`src/rtl/regfile_mp_if.sv`:
```
// Register file access bundle: read ports, write ports and scoreboard set.
// The master drives addresses/enables/data; the slave returns registered read data and busy bits.
interface regfile_mp_if #(
   parameter int DATA_W   = 32,
   parameter int NUM_REGS = 32,
   parameter int ADDR_W   = $clog2(NUM_REGS),
   parameter int NUM_RD   = 2,
   parameter int NUM_WR   = 2
);
   logic [NUM_RD-1:0]        rd_en;
   logic [NUM_RD*ADDR_W-1:0] rd_addr;
   logic [NUM_RD*DATA_W-1:0] rd_data;
   logic [NUM_RD-1:0]        rd_busy;
   logic [NUM_WR-1:0]        wr_en;
   logic [NUM_WR*ADDR_W-1:0] wr_addr;
   logic [NUM_WR*DATA_W-1:0] wr_data;
   logic                     sb_set_en;
   logic [ADDR_W-1:0]        sb_set_addr;

   modport master (
      output rd_en, rd_addr, wr_en, wr_addr, wr_data, sb_set_en, sb_set_addr,
      input  rd_data, rd_busy
   );

   modport slave (
      input  rd_en, rd_addr, wr_en, wr_addr, wr_data, sb_set_en, sb_set_addr,
      output rd_data, rd_busy
   );
endinterface

```
`src/rtl/regfile_mp.sv`:
```
// Multi-port register file with busy scoreboard; optional REGFILE_BYPASS_EN forwards same-cycle writes to reads.
// Latency: 1 cycle address-to-data; read ports hold while rd_en is low.
// Backpressure: none, every enabled access completes in the cycle it is presented.
module regfile_mp #(
   parameter int DATA_W   = 32,
   parameter int NUM_REGS = 32,
   parameter int ADDR_W   = $clog2(NUM_REGS),
   parameter int NUM_RD   = 2,
   parameter int NUM_WR   = 2,
   parameter int ZERO_REG = 1
) (
   input  logic         clk,
   input  logic         rst,
   regfile_mp_if.slave  bus
);

   logic [DATA_W-1:0]              regs [NUM_REGS];
   logic [NUM_REGS-1:0]            busy;
   logic [NUM_REGS-1:0]            busy_nxt;
   logic [NUM_RD-1:0][DATA_W-1:0]  rd_val;
   logic [NUM_RD-1:0]              rd_bsy;
   logic [NUM_RD*DATA_W-1:0]       rd_data_q;
   logic [NUM_RD-1:0]              rd_busy_q;

   function automatic logic is_zero(input logic [ADDR_W-1:0] a);
      return (ZERO_REG != 0) && (a == '0);
   endfunction

   // Writes retire (clear) before the issue-side set so a new producer wins.
   always_comb begin
      busy_nxt = busy;
      for (int w = 0; w < NUM_WR; w++) begin
         if (bus.wr_en[w]) begin
            busy_nxt[bus.wr_addr[w*ADDR_W +: ADDR_W]] = 1'b0;
         end
      end
      if (bus.sb_set_en && !is_zero(bus.sb_set_addr)) begin
         busy_nxt[bus.sb_set_addr] = 1'b1;
      end
   end

   always_comb begin
      rd_val = '0;
      rd_bsy = '0;
      for (int p = 0; p < NUM_RD; p++) begin
         rd_val[p] = regs[bus.rd_addr[p*ADDR_W +: ADDR_W]];
         rd_bsy[p] = busy[bus.rd_addr[p*ADDR_W +: ADDR_W]];
`ifdef REGFILE_BYPASS_EN
         for (int w = 0; w < NUM_WR; w++) begin
            if (bus.wr_en[w] &&
                bus.wr_addr[w*ADDR_W +: ADDR_W] == bus.rd_addr[p*ADDR_W +: ADDR_W]) begin
               rd_val[p] = bus.wr_data[w*DATA_W +: DATA_W];
            end
         end
`endif
         if (is_zero(bus.rd_addr[p*ADDR_W +: ADDR_W])) begin
            rd_val[p] = '0;
            rd_bsy[p] = 1'b0;
         end
      end
   end

   always_ff @(posedge clk) begin
      if (rst) begin
         for (int i = 0; i < NUM_REGS; i++) begin
            regs[i] <= DATA_W'(i);
         end
         busy      <= '0;
         rd_data_q <= '0;
         rd_busy_q <= '0;
      end else begin
         // Later iterations override earlier ones, so the higher write port wins.
         for (int w = 0; w < NUM_WR; w++) begin
            if (bus.wr_en[w] && !is_zero(bus.wr_addr[w*ADDR_W +: ADDR_W])) begin
               regs[bus.wr_addr[w*ADDR_W +: ADDR_W]] <= bus.wr_data[w*DATA_W +: DATA_W];
            end
         end
         busy <= busy_nxt;
         for (int p = 0; p < NUM_RD; p++) begin
            if (bus.rd_en[p]) begin
               rd_data_q[p*DATA_W +: DATA_W] <= rd_val[p];
               rd_busy_q[p]                  <= rd_bsy[p];
            end
         end
      end
   end

   assign bus.rd_data = rd_data_q;
   assign bus.rd_busy = rd_busy_q;

endmodule

```
`src/flat_wrapper.sv`:
```
// flat-port wrapper written by rule: the top's interface ports become plain ports
module regfile_mp_flat 
#(
   parameter int DATA_W   = 32,
   parameter int NUM_REGS = 32,
   parameter int ADDR_W   = $clog2(NUM_REGS),
   parameter int NUM_RD   = 2,
   parameter int NUM_WR   = 2,
   parameter int ZERO_REG = 1
)
  (clk, rst, bus_rd_en, bus_rd_addr, bus_wr_en, bus_wr_addr, bus_wr_data, bus_sb_set_en, bus_sb_set_addr, bus_rd_data, bus_rd_busy);
  regfile_mp_if #(.DATA_W(DATA_W), .NUM_REGS(NUM_REGS), .ADDR_W(ADDR_W), .NUM_RD(NUM_RD), .NUM_WR(NUM_WR)) bus_i ();
  input  logic clk;
  input  logic rst;
  input wire logic [$bits(bus_i.rd_en)-1:0] bus_rd_en;
  input wire logic [$bits(bus_i.rd_addr)-1:0] bus_rd_addr;
  input wire logic [$bits(bus_i.wr_en)-1:0] bus_wr_en;
  input wire logic [$bits(bus_i.wr_addr)-1:0] bus_wr_addr;
  input wire logic [$bits(bus_i.wr_data)-1:0] bus_wr_data;
  input wire logic [$bits(bus_i.sb_set_en)-1:0] bus_sb_set_en;
  input wire logic [$bits(bus_i.sb_set_addr)-1:0] bus_sb_set_addr;
  output wire logic [$bits(bus_i.rd_data)-1:0] bus_rd_data;
  output wire logic [$bits(bus_i.rd_busy)-1:0] bus_rd_busy;
  assign bus_i.rd_en = bus_rd_en;
  assign bus_i.rd_addr = bus_rd_addr;
  assign bus_i.wr_en = bus_wr_en;
  assign bus_i.wr_addr = bus_wr_addr;
  assign bus_i.wr_data = bus_wr_data;
  assign bus_i.sb_set_en = bus_sb_set_en;
  assign bus_i.sb_set_addr = bus_sb_set_addr;
  assign bus_rd_data = bus_i.rd_data;
  assign bus_rd_busy = bus_i.rd_busy;
  regfile_mp #(.DATA_W(DATA_W), .NUM_REGS(NUM_REGS), .ADDR_W(ADDR_W), .NUM_RD(NUM_RD), .NUM_WR(NUM_WR), .ZERO_REG(ZERO_REG)) u_core (.clk(clk), .rst(rst), .bus(bus_i));
endmodule
```
`config.mk`:
```
export PLATFORM = sky130hd
export DESIGN_NAME = regfile_mp_flat
export DESIGN_NICKNAME = d
export VERILOG_FILES = /design/src/rtl/regfile_mp_if.sv /design/src/rtl/regfile_mp.sv /design/src/flat_wrapper.sv
export SDC_FILE = /design/constraint.sdc
export NUM_CORES = 2
export LEC_CHECK = 0
export BUFFER_PORTS_ARGS = -buffer_cell sky130_fd_sc_hd__buf_2
export CAP_MARGIN = 20
export CELL_PAD_IN_SITES_DETAIL_PLACEMENT = 1
export CELL_PAD_IN_SITES_GLOBAL_PLACEMENT = 1
export CORE_MARGIN = 4
export CORE_UTILIZATION = 30
export CTS_CLUSTER_DIAMETER = 150
export DETAILED_ROUTE_END_ITERATION = 16
export GPL_ROUTABILITY_DRIVEN = 0
export PLACE_DENSITY = 0.48
export RECOVER_POWER = 50
export SLEW_MARGIN = 0
export SYNTH_ARGS = -nofsm -noshare
export SYNTH_HDL_FRONTEND = slang
export SYNTH_SLANG_ARGS = --single-unit
```
`constraint.sdc`:
```
create_clock -name clk -period 3.4 [get_ports clk]
set_clock_uncertainty 0.05 [all_clocks]
set_input_delay 0.34 -clock clk [delete_from_list [all_inputs] [get_ports clk]]
set_output_delay 0.34 -clock clk [all_outputs]
set_load 0.05 [all_outputs]
```
==> flow_summary.toml <==
[status]
status = "finished, violations left"
failed_checks = "capacitance limit, slew limit"

[sta]
finalSetupViolCount = 0
timing.fmax_ghz = 0.315
fin_crit_sh = 0.935
fin_crit_ns = 3.18
hold_viol = 0
rsz0062_at_grt = "false"
max-slew-margin-rel = -0.303
drv_slew = 163
setup_tns_ns = 0
hold_slack_ns = 0.115
worst_pin_slew_ns = 1.96

[critical_path]
reg2reg_depth = 4
cp_max_fo = 32
worstSetupPathType = "in2reg"
start_kind = "input pin"
crit_path_end_kind = "flip-flop"
required_ns = 3.88
r2r-end = "u_core.bus.rd_data[0]$_SDFFE_PP0P_"
r2r_start = "u_core.regs[11][0]$_DFFE_PP_"
worstPathArrival_ns = 3.66
rrSetupSlack_ns = 1.22

[pwr]
cellPowerDensity_nw_per_um2 = 503
peakVddDrop_uv = 588
fin_total_pwr_mw = 36.4
power.leakage_nw = 24.6

[worst_hold_path]
whs_endpoint = "u_core.regs[13][0]$_DFFE_PP_"
hold_class = "in2reg"
holdPathStages = 3
worstHoldStart = "bus_wr_data[32]"

[clock_network]
clk_latency_ns = 0.80
htree_levels = 4
clk_path_buf_depth = 3
clk_pin_slew_ns = 0.06
cts_tree = "done"
cts_root_buf = "clkbuf_16"
clock-sinks = 1122
cts_made_buffers = 141

[synth]
synth.ff_latch_count = 1122
synthesis.area_um2 = 62700
synth_top_area_share = 0.490
synth.largest_area_cell = "edfxtp_1"
synthCells = 4422
synth.most_common_cell = "edfxtp_1"
synth_top_flop_cell = "edfxtp_1"
yosysWarnings = 0
synth_cell_types = 55
synthTopCellsByArea = "edfxtp_1 (49%), mux4_2 (14%), a22o_1 (13%)"
avgSynthCellArea_um2 = 14.2
async_flop_share = 0
synth_edf_count = 1024
synthTopCellsByCount = "edfxtp_1 (1024), a22o_1 (912), clkbuf_1 (427)"
seq_area_frac_synth = 0.521

[detailed_routing]
vias = 48700
via_per_inst = 6.60
drt-total-wl_um = 327000
wl_per_cell_um = 44.3
drtAntennaViolNets = 0
firstDrtPassIters = 8
drtIter0Drc = 6501
drc = 0

[global_route]
grt_pass1_vias = 48700
antenna_found_initial = 51
use_met1 = 0.396
grt_max_degree = 67
grt_use_total = 0.294
grt_overflow = 0
grt_use_met3 = 0.0632
grtUsageMet2 = 0.465
grt_pass1_wl_um = 438000
top_usage_layer = "met2"

[floorplan]
start_util = 0.302
dieArea_um2 = 217000
core_um2 = 207000
die_w_um = 465
ioPinCount = 162
rows = 167
die_y_um = 465

[final_layout]
syn_to_final_growth_pct = 15.2
drive_gt1_frac = 0.247
n_fill_cell = 21400
fin_nets = 4555

[place]
dpl.hpwl_um = 209000
io_buffers = 161

[run]
max_cap_violations = 8
logic make-up (layout without fill, tap and decap cells):
logic type	Yosys count	after routing	synth area share
mux	761	761	0.200
simple gates	421	421	0.0407
compound gates	1460	1460	0.193
buf+inv	657	779	0.0448
flops	1122	1122	0.521
other cells	1	49	0.0000598
registers in the layout (all words and copies together) (netlist names):
name / flops
u_core.bus.rd_busy: 2
u_core.bus.rd_data: 64
u_core.busy: 32
u_core.regs: 1024
per-stage QoR:
stage | instance area [um2] | cells | worst slack [ns] | utilization
6_report | 72300 | 7380 | 0.222 | 0.348
5_1_grt | 72300 | 7376 | 0.289 | 0.348
4_1_cts | 72800 | 7363 | 0.677 | 0.351
3_5_place_dp | 68300 | 7097 | 0.404 | 0.329
3_3_place_gp | 68300 | 7097 | 0.400 | 0.329
2_1_floorplan | 62900 | 4453 | 0.541 | -
worst max-delay path by stage:
stage                    from                            endpoint  slack [ns]  depth (start not counted)
2_1_floorplan  bus_wr_addr[5]        u_core.regs[28][0]$_DFFE_PP_        0.54                          6
3_3_place_gp              rst  u_core.bus.rd_data[2]$_SDFFE_PP0P_        0.40                          7
3_5_place_dp              rst  u_core.bus.rd_data[2]$_SDFFE_PP0P_        0.40                          7
4_1_cts                   rst  u_core.bus.rd_data[2]$_SDFFE_PP0P_        0.68                          8
5_1_grt                   rst        u_core.regs[11][1]$_DFFE_PP_        0.29                          9
6_report                  rst       u_core.regs[21][26]$_DFFE_PP_        0.22                          9
critical path, stage by stage:
cell and delay [ns]:
dlygate4sd3_1 0.54, buf_4 0.23, nand4bb_1 0.22, buf_4 0.22, nor2_4 0.15, clkbuf_1 0.92, nor3_2 0.04, clkbuf_4 0.49
a22o_1 0.36
layout make-up:
| class | instances | area, um2 | share of cell area |
|---|---|---|---|
| well taps | 2788 | 3490 | 0.0483 |
| diodes | 17 | 42.5 | 0.000589 |
| clock buffers | 192 | 3920 | 0.0542 |
| repair buffers | 506 | 3990 | 0.0552 |
| clock inverters | 67 | 502 | 0.00694 |
| flip-flops and latches | 1122 | 32700 | 0.453 |
| multi-input cells | 2674 | 27600 | 0.381 |
| inverters | 14 | 52.6 | 0.000727 |
cell usage in the layout, fill, tap and decap left out, drive strengths merged, types with 3 or more instances in the layout:
| cell | instances |
|---|---|
| or3b | 5 |
| conb | 32 |
| o311ai | 66 |
| and2 | 39 |
| nor4b | 4 |
| a221oi | 25 |
| and3b | 10 |
| nand2b | 4 |
| and3 | 29 |
| clkinv | 54 |
| a32o | 42 |
| bufinv | 7 |
| a211oi | 31 |
| dlygate4sd3 | 7 |
| clkbuf | 312 |
| a22oi | 241 |
| diode | 17 |
| mux4 | 396 |
| nor2b | 41 |
| nor3 | 38 |
| dfxtp | 98 |
| a22o | 912 |
| nand2 | 15 |
| nand4bb | 4 |
| or3 | 28 |
| nor2 | 103 |
| buf | 379 |
| nor4 | 3 |
| a2bb2oi | 7 |
| mux2i | 365 |
| edfxtp | 1024 |
| a21oi | 95 |
| or2 | 67 |
| o21ai | 4 |
| a221o | 4 |
| nand3b | 10 |
| inv | 18 |
| a21boi | 31 |
| nor3b | 8 |
layer usage:
layer | up-vias | part of all wire
li1 | 18600 | -
met1 | 26700 | 0.41
met2 | 2863 | 0.46
met3 | 549 | 0.090
met4 | 6 | 0.038
met5 | - | 0.00033
repair_timing:
item	4_1_cts	5_1_grt
hold buffers	7	0
setup buffers	0	0
gates resized for setup	0	0
endpoints found under the hold margin	12	0
power breakdown:
part	internal (mW)	leakage [nW]	total [mW]	switching (mW)
combinational	1.66	11.8	4.84	3.18
clock	8.59	2.17	15.0	6.38
sequential	15.9	10.6	16.6	0.646
total	26.2	24.6	36.4	10.2
(Power assumes the default switching activity.)
